--- src/rtl/vend_pkg.sv ---
// Shared types and constants for the vending sequencer and the coin-acceptor front end.
package vend_pkg;

   typedef enum logic [1:0] {
      IDLE   = 2'd0,
      VEND   = 2'd1,
      CHANGE = 2'd2
   } state_t;

   localparam logic [1:0] COIN_NONE   = 2'b00;
   localparam logic [1:0] COIN_NICKEL = 2'b01;
   localparam logic [1:0] COIN_DIME   = 2'b11;
   localparam logic [1:0] COIN_BAD    = 2'b10;

   localparam logic [1:0] VAL_NONE    = 2'd0;
   localparam logic [1:0] VAL_NICKEL  = 2'd1;
   localparam logic [1:0] VAL_DIME    = 2'd2;

endpackage

--- src/rtl/coin_decode.sv ---
// Combinational coin code decoder: {x1,x0} to nickel value and valid flag.
module coin_decode
   import vend_pkg::*;
(
   input  logic       x1,
   input  logic       x0,
   output logic [1:0] value,
   output logic       valid
);

   always_comb begin
      value = VAL_NONE;
      valid = 1'b0;
      case ({x1, x0})
         COIN_NICKEL: begin
            value = VAL_NICKEL;
            valid = 1'b1;
         end
         COIN_DIME: begin
            value = VAL_DIME;
            valid = 1'b1;
         end
         default: begin
            value = VAL_NONE;
            valid = 1'b0;
         end
      endcase
   end

endmodule

--- src/rtl/vend_sequencer.sv ---
// Purchase sequencer: owns the credit register, checks buys against price,
// pulses vend once and returns change one nickel per cycle.
//
//   state  | meaning
//   IDLE   | accepting coins, buy and cancel
//   VEND   | one-cycle vend pulse on z1
//   CHANGE | one nickel returned per cycle on z0 until credit is zero
module vend_sequencer
   import vend_pkg::*;
#(
   parameter int PRICE = 4,
   parameter int CMAX  = 15,
   parameter int CW    = 4
) (
   input  logic          clk,
   input  logic          r,
   input  logic          x1,
   input  logic          x0,
   input  logic          buy,
   input  logic          cancel,
   output logic          z1,
   output logic          z0,
   output logic          rej,
   output logic          busy,
   output logic [CW-1:0] credit
);

   localparam logic [CW-1:0] PRICE_C = CW'(PRICE);
   localparam logic [CW:0]   CMAX_C  = (CW+1)'(CMAX);

   state_t      state;
   logic [1:0]  coin_val;
   logic        coin_vld;
   logic [CW:0] sum;
   logic        sat;

   coin_decode u_coin_decode (
      .x1    (x1),
      .x0    (x0),
      .value (coin_val),
      .valid (coin_vld)
   );

   // Extra bit keeps the sum from wrapping before the ceiling compare.
   assign sum = {1'b0, credit} + {{(CW-1){1'b0}}, coin_val};
   assign sat = (sum > CMAX_C);

   always_ff @(posedge clk) begin
      if (r) begin
         state  <= IDLE;
         credit <= '0;
         z1     <= 1'b0;
         z0     <= 1'b0;
         busy   <= 1'b0;
         rej    <= 1'b0;
      end else begin
         rej <= 1'b0;
         case (state)
            IDLE: begin
               if (cancel && credit != '0) begin
                  state <= CHANGE;
                  z0    <= 1'b1;
                  busy  <= 1'b1;
                  rej   <= coin_vld;
               end else if (buy && credit >= PRICE_C) begin
                  state  <= VEND;
                  credit <= credit - PRICE_C;
                  z1     <= 1'b1;
                  busy   <= 1'b1;
                  rej    <= coin_vld;
               end else if (coin_vld) begin
                  if (sat) rej <= 1'b1;
                  else     credit <= sum[CW-1:0];
               end
            end
            VEND: begin
               z1  <= 1'b0;
               rej <= coin_vld;
               if (credit != '0) begin
                  state <= CHANGE;
                  z0    <= 1'b1;
               end else begin
                  state <= IDLE;
                  busy  <= 1'b0;
               end
            end
            CHANGE: begin
               credit <= credit - 1'b1;
               rej    <= coin_vld;
               if (credit == {{(CW-1){1'b0}}, 1'b1}) begin
                  state <= IDLE;
                  z0    <= 1'b0;
                  busy  <= 1'b0;
               end
            end
            default: begin
               state <= IDLE;
               z1    <= 1'b0;
               z0    <= 1'b0;
               busy  <= 1'b0;
            end
         endcase
      end
   end

endmodule

--- config.mk ---
export PLATFORM = sky130hd
export DESIGN_NAME = vend_sequencer
export DESIGN_NICKNAME = d
export VERILOG_FILES = /design/src/rtl/vend_pkg.sv /design/src/rtl/coin_decode.sv /design/src/rtl/vend_sequencer.sv
export SDC_FILE = /design/constraint.sdc
export NUM_CORES = 1
export LEC_CHECK = 0
export BUFFER_PORTS_ARGS = -buffer_cell sky130_fd_sc_hd__buf_2
export CORE_MARGIN = 2
export CORE_UTILIZATION = 41
export CTS_CLUSTER_SIZE = 16
export DETAILED_ROUTE_END_ITERATION = 10
export HOLD_SLACK_MARGIN = 0.08
export PLACE_DENSITY_LB_ADDON = 0.12
export SETUP_SLACK_MARGIN = 0.2
export SLEW_MARGIN = 10
export SYNTH_ARGS = -nofsm -noshare
export SYNTH_HDL_FRONTEND = slang
export SYNTH_SLANG_ARGS = --single-unit
export TNS_END_PERCENT = 20
--- constraint.sdc ---
create_clock -name clk -period 2.29 [get_ports clk]
set_input_delay 0.458 -clock clk [delete_from_list [all_inputs] [get_ports clk]]
set_output_delay 0.458 -clock clk [all_outputs]
set_load 0.02 [all_outputs]
==> results.py, run 1 <==
metrics = {
    "synth": {
        "synth_area_sq_um": 815,
        "synth_sequential_area_ratio_pct": 24.6,
        "netlist_instances": 97,
        "netlist-cell-type-count": 41,
        "synthesis.area_per_instance_sq_um": 8.40,
        "synth.yosys.warnings": 0,
        "mappedNetlistNets": 114,
        "synth-seq-cells": 10,
    },
    "route": {
        "dr.pass1.iters": 5,
        "detail-route-antenna-nets": 0,
        "via_total_after_detailed_routing": 762,
        "drc": 0,
        "wire_per_inst_um": 13.7,
        "drt-initial-drc-count": 18,
        "post_drt_via_cell_ratio": 5.48,
        "detailed_route_wl_um": 1900,
    },
    "sta": {
        "timing.final.crit_share_pct": 88.0,
        "worstMarginPinSlew_ps": 507,
        "timing.slew.headroom_pct": 65.9,
        "setup_tns_ps": 0,
        "skew_ps": 3.51,
        "fmaxAchievable_ghz": 0.496,
        "rsz0062_at_grt": "yes",
        "final_critical_path_setup_slack_ps": 274,
        "timing.final.setup_violations": 0,
        "timing.final.max_slew_violations": 0,
        "finalHoldViolations": 0,
        "fin_crit_ps": 2020,
    },
    "place": {
        "placement.cell_area_sq_um": 906,
        "dpl_worst_slack_ps": 12.8,
        "hpwl_um": 1430,
        "buffer_ports.inserted": 13,
        "gp_congestion": 0.833,
    },
    "die": {
        "std_cell_rows": 16,
        "chipWidth_um": 48.6,
        "io_pins": 14,
        "initial_core_util_pct": 42.4,
        "chipHeight_um": 48.6,
        "fp.dieArea_sq_mm": 0.00236,
        "fp.coreArea_sq_mm": 0.00192,
    },
    "clock_network": {
        "worstSkewPairLatency_ps": 280,
        "cts_tree": "built",
        "clkSlewWorstSetupHoldPaths_ps": 80,
        "cts.repair_timing.setup_buffer_count": 0,
        "total_of_cells_resized_after_clock_tree_synthesis": 0,
        "cts_made_buffers": 3,
        "clock_tree.root_cell": "clkbuf_4",
        "cts_htree_levels": 1,
        "cts_buffer_depth": 2,
        "clkSinkCount": 10,
        "post_cts_hold_buffer_count": 0,
    },
    "layout": {
        "layout-drive-gt1-share_pct": 21.4,
        "final_cell_area_sq_um": 942,
        "diodes": 0,
        "final_nets": 130,
        "syn2layout_area_growth_pct": 15.7,
    },
    "pwr": {
        "leakage_nw": 0.416,
        "pwr_density_cell_mw_per_mm2": 1380,
        "worst_ir_drop_vdd_v": 0.000507,
    },
    "critical_path": {
        "arrival_ps": 2230,
        "setup.worst_path.start": "x0",
        "reg2reg_slack_ps": 320,
        "worstPathRequired_ps": 2500,
        "reg2regPathDepth": 6,
        "timing.setup.critical_path_class": "primary input to register",
        "worst_setup_sp_type": "primary input",
        "worstReg2RegEnd": "credit[2]",
        "critPathMaxFanout": 4,
        "cp-end-kind": "register",
        "critical_path.reg2reg.startpoint": "credit[2]",
    },
    "job": {
        "drv_cap": 0,
    },
    "hold_path": {
        "hold_path_stages": 2,
        "worst_hold_start": "x0",
        "holdCritPathClass": "primary input to register",
        "worst_case_hold_path_end_point": "rej",
    },
    "grt": {
        "globalRoute.totalOverflow": 0,
        "grt_max_degree": 13,
        "number_of_antenna_violations_at_the_first_check_in_global_routing": 0,
        "number_of_global_route_vias_before_repair": 710,
        "track_usage_pct": 17.1,
        "wire_length_of_the_first_global_routing_pass_um": 3100,
    },
    "outcome": {
        "outcome": "complete, no violations",
    },
}
## worst max-delay path: stages
cell      delay [ps]
buf_2            120
nor2b_1          130
ha_1             200
fa_2             350
a21boi_1         190
o31ai_1          150
or4_1            480
a21oi_1          140
## final cells by class
class                      count  area [sq um]
clock buffer                   4          36.3
fill                         213           980
inverter                       9          33.8
multi-input combinational     74           558
sequential                    10           200
tap                           27          33.8
timing repair buffer          15          80.1
## layout by cell type (no fill, tap or decap), drive strengths merged, types with 3 or more instances in the layout
| cell | Yosys | final |
|---|---|---|
| buf | 3 | 15 |
| a21oi | 12 | 12 |
| ha | 10 | 10 |
| dfxtp | 10 | 10 |
| inv | 9 | 9 |
| nand2 | 6 | 6 |
| nor3 | 4 | 4 |
| clkbuf | 1 | 4 |
| nand2b | 3 | 3 |
| o31ai | 3 | 3 |
## synthesized netlist by cell type, drive strengths merged
master	instances	area [sq um]
a311oi	1	8.76
nand4	1	6.26
or4	1	7.51
a21o	1	7.51
or2	1	6.26
nand3	2	10.0
clkbuf	1	3.75
ha	10	125
nand2	6	25.0
o41ai	1	8.76
a2111o	1	11.3
dfxtp	10	200
mux2i	1	10.0
a211oi	2	15.0
o2bb2ai	1	8.76
inv	9	33.8
o311ai	1	8.76
a22o	1	8.76
buf	3	21.3
nor4b	2	17.5
a21oi	12	60.1
nand2b	3	18.8
o21ai	1	5.00
a21boi	2	15.0
a32oi	1	8.76
nor3b	2	15.0
o22ai	1	6.26
nor2	2	7.51
and3	1	11.3
a31oi	2	12.5
o31ai	3	22.5
and2	1	6.26
fa	1	20.0
nor2b	2	15.0
a41o	1	10.0
nor3	4	20.0
o21bai	1	7.51
a2111oi	1	8.76
## registers in the layout, summed over array words and instances, names as in the netlist
register and flops:
credit 4, z0 1, z1 1, rej 1
state 2, busy 1
## worst max-delay path by stage
stage | endpoint | cells past startpoint
after floorplan | credit[2] | 7
after global placement | credit[2] | 8
after detailed placement | credit[2] | 8
after CTS | credit[2] | 8
after global routing | credit[2] | 8
final | credit[2] | 8
## layer usage
layer / up-vias / GRT usage [%] / share of wire, %
li1: 396 / - / -
met3: 4 / 4.01 / 3.1
met4: 0 / 7.14 / 1.4
met5: - / 0 / 0
met1: 349 / 19.7 / 48
met2: 13 / 30.3 / 47
## power breakdown
| part | internal (W) | switching (W) | leakage [nW] |
|---|---|---|---|
| registers | 0.000232 | 0.0000519 | 0.0814 |
| logic | 0.000359 | 0.000492 | 0.314 |
| clock network | 0.0000967 | 0.0000716 | 0.0210 |
| total | 0.000687 | 0.000615 | 0.416 |
## stage by stage
stage | std cells | util, % | hold WS (ps) | total power [W]
2_1_floorplan | 97 | - | 514 | 0.000945
3_3_place_gp | 135 | 47.1 | 501 | 0.00112
3_5_place_dp | 135 | 47.1 | 513 | 0.00113
4_1_cts | 139 | 49.0 | 471 | 0.00130
5_1_grt | 139 | 49.0 | 478 | 0.00143
6_report | 139 | 49.0 | 475 | 0.00130
## logic make-up (layout without fill, tap and decap cells)
group / count (synthesis) / count (layout) / synth area share, %
DFF: 10 / 10 / 24.6
adders and majority gates: 11 / 11 / 17.8
buffers and inverters: 13 / 28 / 7.22
and+or+nand+nor: 28 / 28 / 20.4
AOI/OAI and AO/OA: 34 / 34 / 28.7
muxes: 1 / 1 / 1.23
(Power assumes the default switching activity.)
==> inputs of run 2 (changes only) <==
--- a/config.mk
+++ b/config.mk
@@ -16,5 +16,6 @@
 export SLEW_MARGIN = 10
 export SYNTH_ARGS = -nofsm -noshare
 export SYNTH_HDL_FRONTEND = slang
+export SYNTH_HIERARCHICAL = 1
 export SYNTH_SLANG_ARGS = --single-unit
 export TNS_END_PERCENT = 20
==> results.py, run 2 <==
metrics = {
    "sta": {
        "setup_tns_ps": 0,
        "fin_crit_ps": 1980,
        "timing.slew.headroom_pct": 59.5,
        "timing.final.crit_share_pct": 86.4,
        "rsz0062_at_grt": "no",
        "worstMarginPinSlew_ps": 602,
        "timing.final.max_slew_violations": 0,
        "finalHoldViolations": 0,
        "fmaxAchievable_ghz": 0.505,
        "skew_ps": 8.05,
        "worst_hold_slack_ps": 492,
        "timing.final.setup_violations": 0,
    },
    "die": {
        "fp.coreArea_sq_mm": 0.00192,
        "chipHeight_um": 48.8,
        "io_pins": 14,
        "initial_core_util_pct": 42.8,
        "fp.dieArea_sq_mm": 0.00238,
        "std_cell_rows": 16,
        "chipWidth_um": 48.8,
    },
    "pwr": {
        "worst_ir_drop_vdd_v": 0.000581,
        "power.total_w": 0.00134,
        "seq_power_share_pct": 21.7,
        "switching_power_w": 0.000635,
        "leakage_nw": 0.429,
        "pwr_density_cell_mw_per_mm2": 1390,
        "clock_power_share_pct": 12.5,
        "pwr-share-comb_pct": 65.8,
        "internal_power_w": 0.000706,
        "switching_share_pct": 47.4,
    },
    "layout": {
        "largest_reg_flops": 4,
        "regMostFlops": "credit",
        "fraction_of_the_core_area_covered_by_cells_at_the_end_of_the_flow_pct": 50.3,
        "combined_area_of_the_multi_input_logic_cells_sq_um": 572,
        "layout-drive-gt1-share_pct": 26.7,
        "syn2layout_area_growth_pct": 17.7,
        "diodes": 0,
        "mostFrequentLayoutCell": "buf_2",
        "most-common-layout-cells": "buf_2, a21oi_1, dfxtp_1, ha_1",
        "reg.largest.list": "credit (4), state (2)",
        "final_nets": 134,
        "final_cell_area_sq_um": 967,
        "final-seq-area_sq_um": 200,
        "fillCellCount": 207,
    },
    "synth": {
        "synth_ff_type": "dfxtp_1",
        "share_of_flip_flops_with_an_asynchronous_set_or_reset_after_synthesis_pct": 0,
        "synth_edf_count": 0,
        "synth.area.mux_share_pct": 1.22,
        "synth_top_area_share_pct": 24.4,
        "netlist_instances": 100,
        "synth_sequential_area_ratio_pct": 24.4,
        "post-synth-top-area-cell": "dfxtp_1",
        "synth_area_sq_um": 822,
        "synthesis.area_per_instance_sq_um": 8.22,
        "most_numerous_cell_types_in_the_synthesized_netlist": "a21oi_1, dfxtp_1, ha_1",
        "synth-seq-cells": 10,
        "synth.most_common_cell": "a21oi_1",
        "synth_simple_gate_area_share_pct": 24.7,
        "synth_xor_area_share_pct": 0,
        "synth_top_family_by_area": "simple AND/OR/NAND/NOR gates",
        "netlist-cell-type-count": 41,
        "mappedNetlistNets": 117,
        "synth.yosys.warnings": 6,
        "post_synth_fa_ha_maj_area_fraction_pct": 17.7,
        "synth_top_cells_by_area": "dfxtp_1, ha_1, a21oi_1",
        "share_of_the_synthesized_area_in_compound_gates_ao_oa_aoi_oai_pct": 24.4,
    },
    "hold_path": {
        "worst_hold_start": "x0",
        "hold_path_stages": 2,
        "holdCritPathClass": "primary input to register",
        "worst_case_hold_path_end_point": "rej",
    },
    "critical_path": {
        "worstPathRequired_ps": 2500,
        "worst_setup_sp_type": "primary input",
        "worstReg2RegEnd": "credit[2]",
        "arrival_ps": 2190,
        "timing.setup.critical_path_class": "primary input to register",
        "critPathMaxFanout": 4,
        "reg2reg_slack_ps": 380,
        "critical_path.reg2reg.startpoint": "credit[0]",
        "cp-end-kind": "register",
        "reg2regPathDepth": 6,
    },
    "clock_network": {
        "post_cts_hold_buffer_count": 0,
        "cts.repair_timing.setup_buffer_count": 0,
        "worstSkewPairLatency_ps": 270,
        "clkSinkCount": 10,
        "clkSlewWorstSetupHoldPaths_ps": 80,
        "cts_buffer_depth": 2,
        "clock_tree.root_cell": "clkbuf_4",
        "cts_made_buffers": 3,
        "cts_htree_levels": 1,
        "total_of_cells_resized_after_clock_tree_synthesis": 0,
        "cts_tree": "built",
    },
    "grt": {
        "wire_length_of_the_first_global_routing_pass_um": 3330,
        "number_of_global_route_vias_before_repair": 764,
        "grt_max_degree": 12,
        "track_usage_pct": 17.9,
        "globalRoute.totalOverflow": 0,
        "number_of_antenna_violations_at_the_first_check_in_global_routing": 0,
    },
    "route": {
        "wire_per_inst_um": 13.2,
        "post_drt_via_cell_ratio": 5.36,
        "dr.pass1.iters": 4,
        "drt-initial-drc-count": 8,
        "detail-route-antenna-nets": 0,
        "via_total_after_detailed_routing": 766,
        "detailed_route_wl_um": 1890,
        "drc": 0,
    },
    "place": {
        "buffer_ports.inserted": 13,
        "hpwl_um": 1480,
        "gp_congestion": 0.809,
        "placement.cell_area_sq_um": 931,
    },
    "outcome": {
        "outcome": "complete, no violations",
    },
    "job": {
        "drv_cap": 0,
    },
}
==> run 2: cell count changes after synthesis, sizes merged, moves of 2 or more <==
cell and change:
and2b +2, nand2 -2, nor2 +4, nor3 +5, o31ai -3, or3 +2
==> run 2: kinds of logic (layout without fill, tap and decap cells) <==
group / after synthesis / after routing
DFF: 10 / 10
muxes: 1 / 1
adders and majority gates: 11 / 11
and+or+nand+nor: 36 / 36
AOI/OAI and AO/OA: 29 / 29
buffers and inverters: 13 / 29
==> run 2: area by class of cell <==
class | instances | area share (%)
Multi-Input combinational cell | 77 | 59.1
Sequential cell | 10 | 20.7
Timing Repair Buffer | 17 | 9.83
Clock buffer | 4 | 3.75
Tap cell | 27 | 3.49
Inverter | 8 | 3.10
==> run 2: per-stage QoR <==
step	instances	worst slack (ps)
3_5_place_dp	139	21.6
4_1_cts	143	310
6_report	143	311
3_3_place_gp	139	57.3
2_1_floorplan	100	165
5_1_grt	143	232
==> run 2: worst max path at each step <==
stage / startpoint / endpoint / slack [ps] / cells after the start
6_report: x0 / credit[2] / 310 / 8
5_1_grt: x0 / credit[0] / 230 / 8
4_1_cts: x0 / credit[2] / 310 / 8
3_5_place_dp: x0 / credit[2] / 20 / 8
3_3_place_gp: x0 / credit[2] / 60 / 8
2_1_floorplan: x1 / credit[2] / 170 / 7
==> run 2: metal layers <==
| metal | global-route usage, % | part of all wire [%] | vias up |
|---|---|---|---|
| li1 | - | - | 398 |
| met3 | 3.07 | 2.0 | 4 |
| met1 | 23.9 | 51 | 356 |
| met5 | 0 | 0 | - |
| met4 | 7.14 | 1.7 | 0 |
| met2 | 28.5 | 46 | 8 |
==> run 2: power by group through the flow <==
stage	clock network, W	registers, W	logic (W)
CTS	0.000173	0.000293	0.000881
detailed placement	0	0.000297	0.000875
finish	0.000167	0.000291	0.000882
global route	0.000181	0.000304	0.000993
floorplan	0	0.000357	0.000620
global placement	0	0.000292	0.000878
==> run 2: critical path, stage by stage <==
cell and delay (ps):
buf_2 120, and2b_2 190, ha_2 180, fa_2 370, a21boi_2 180, nor3_2 80
or4b_1 490, a21oi_1 130
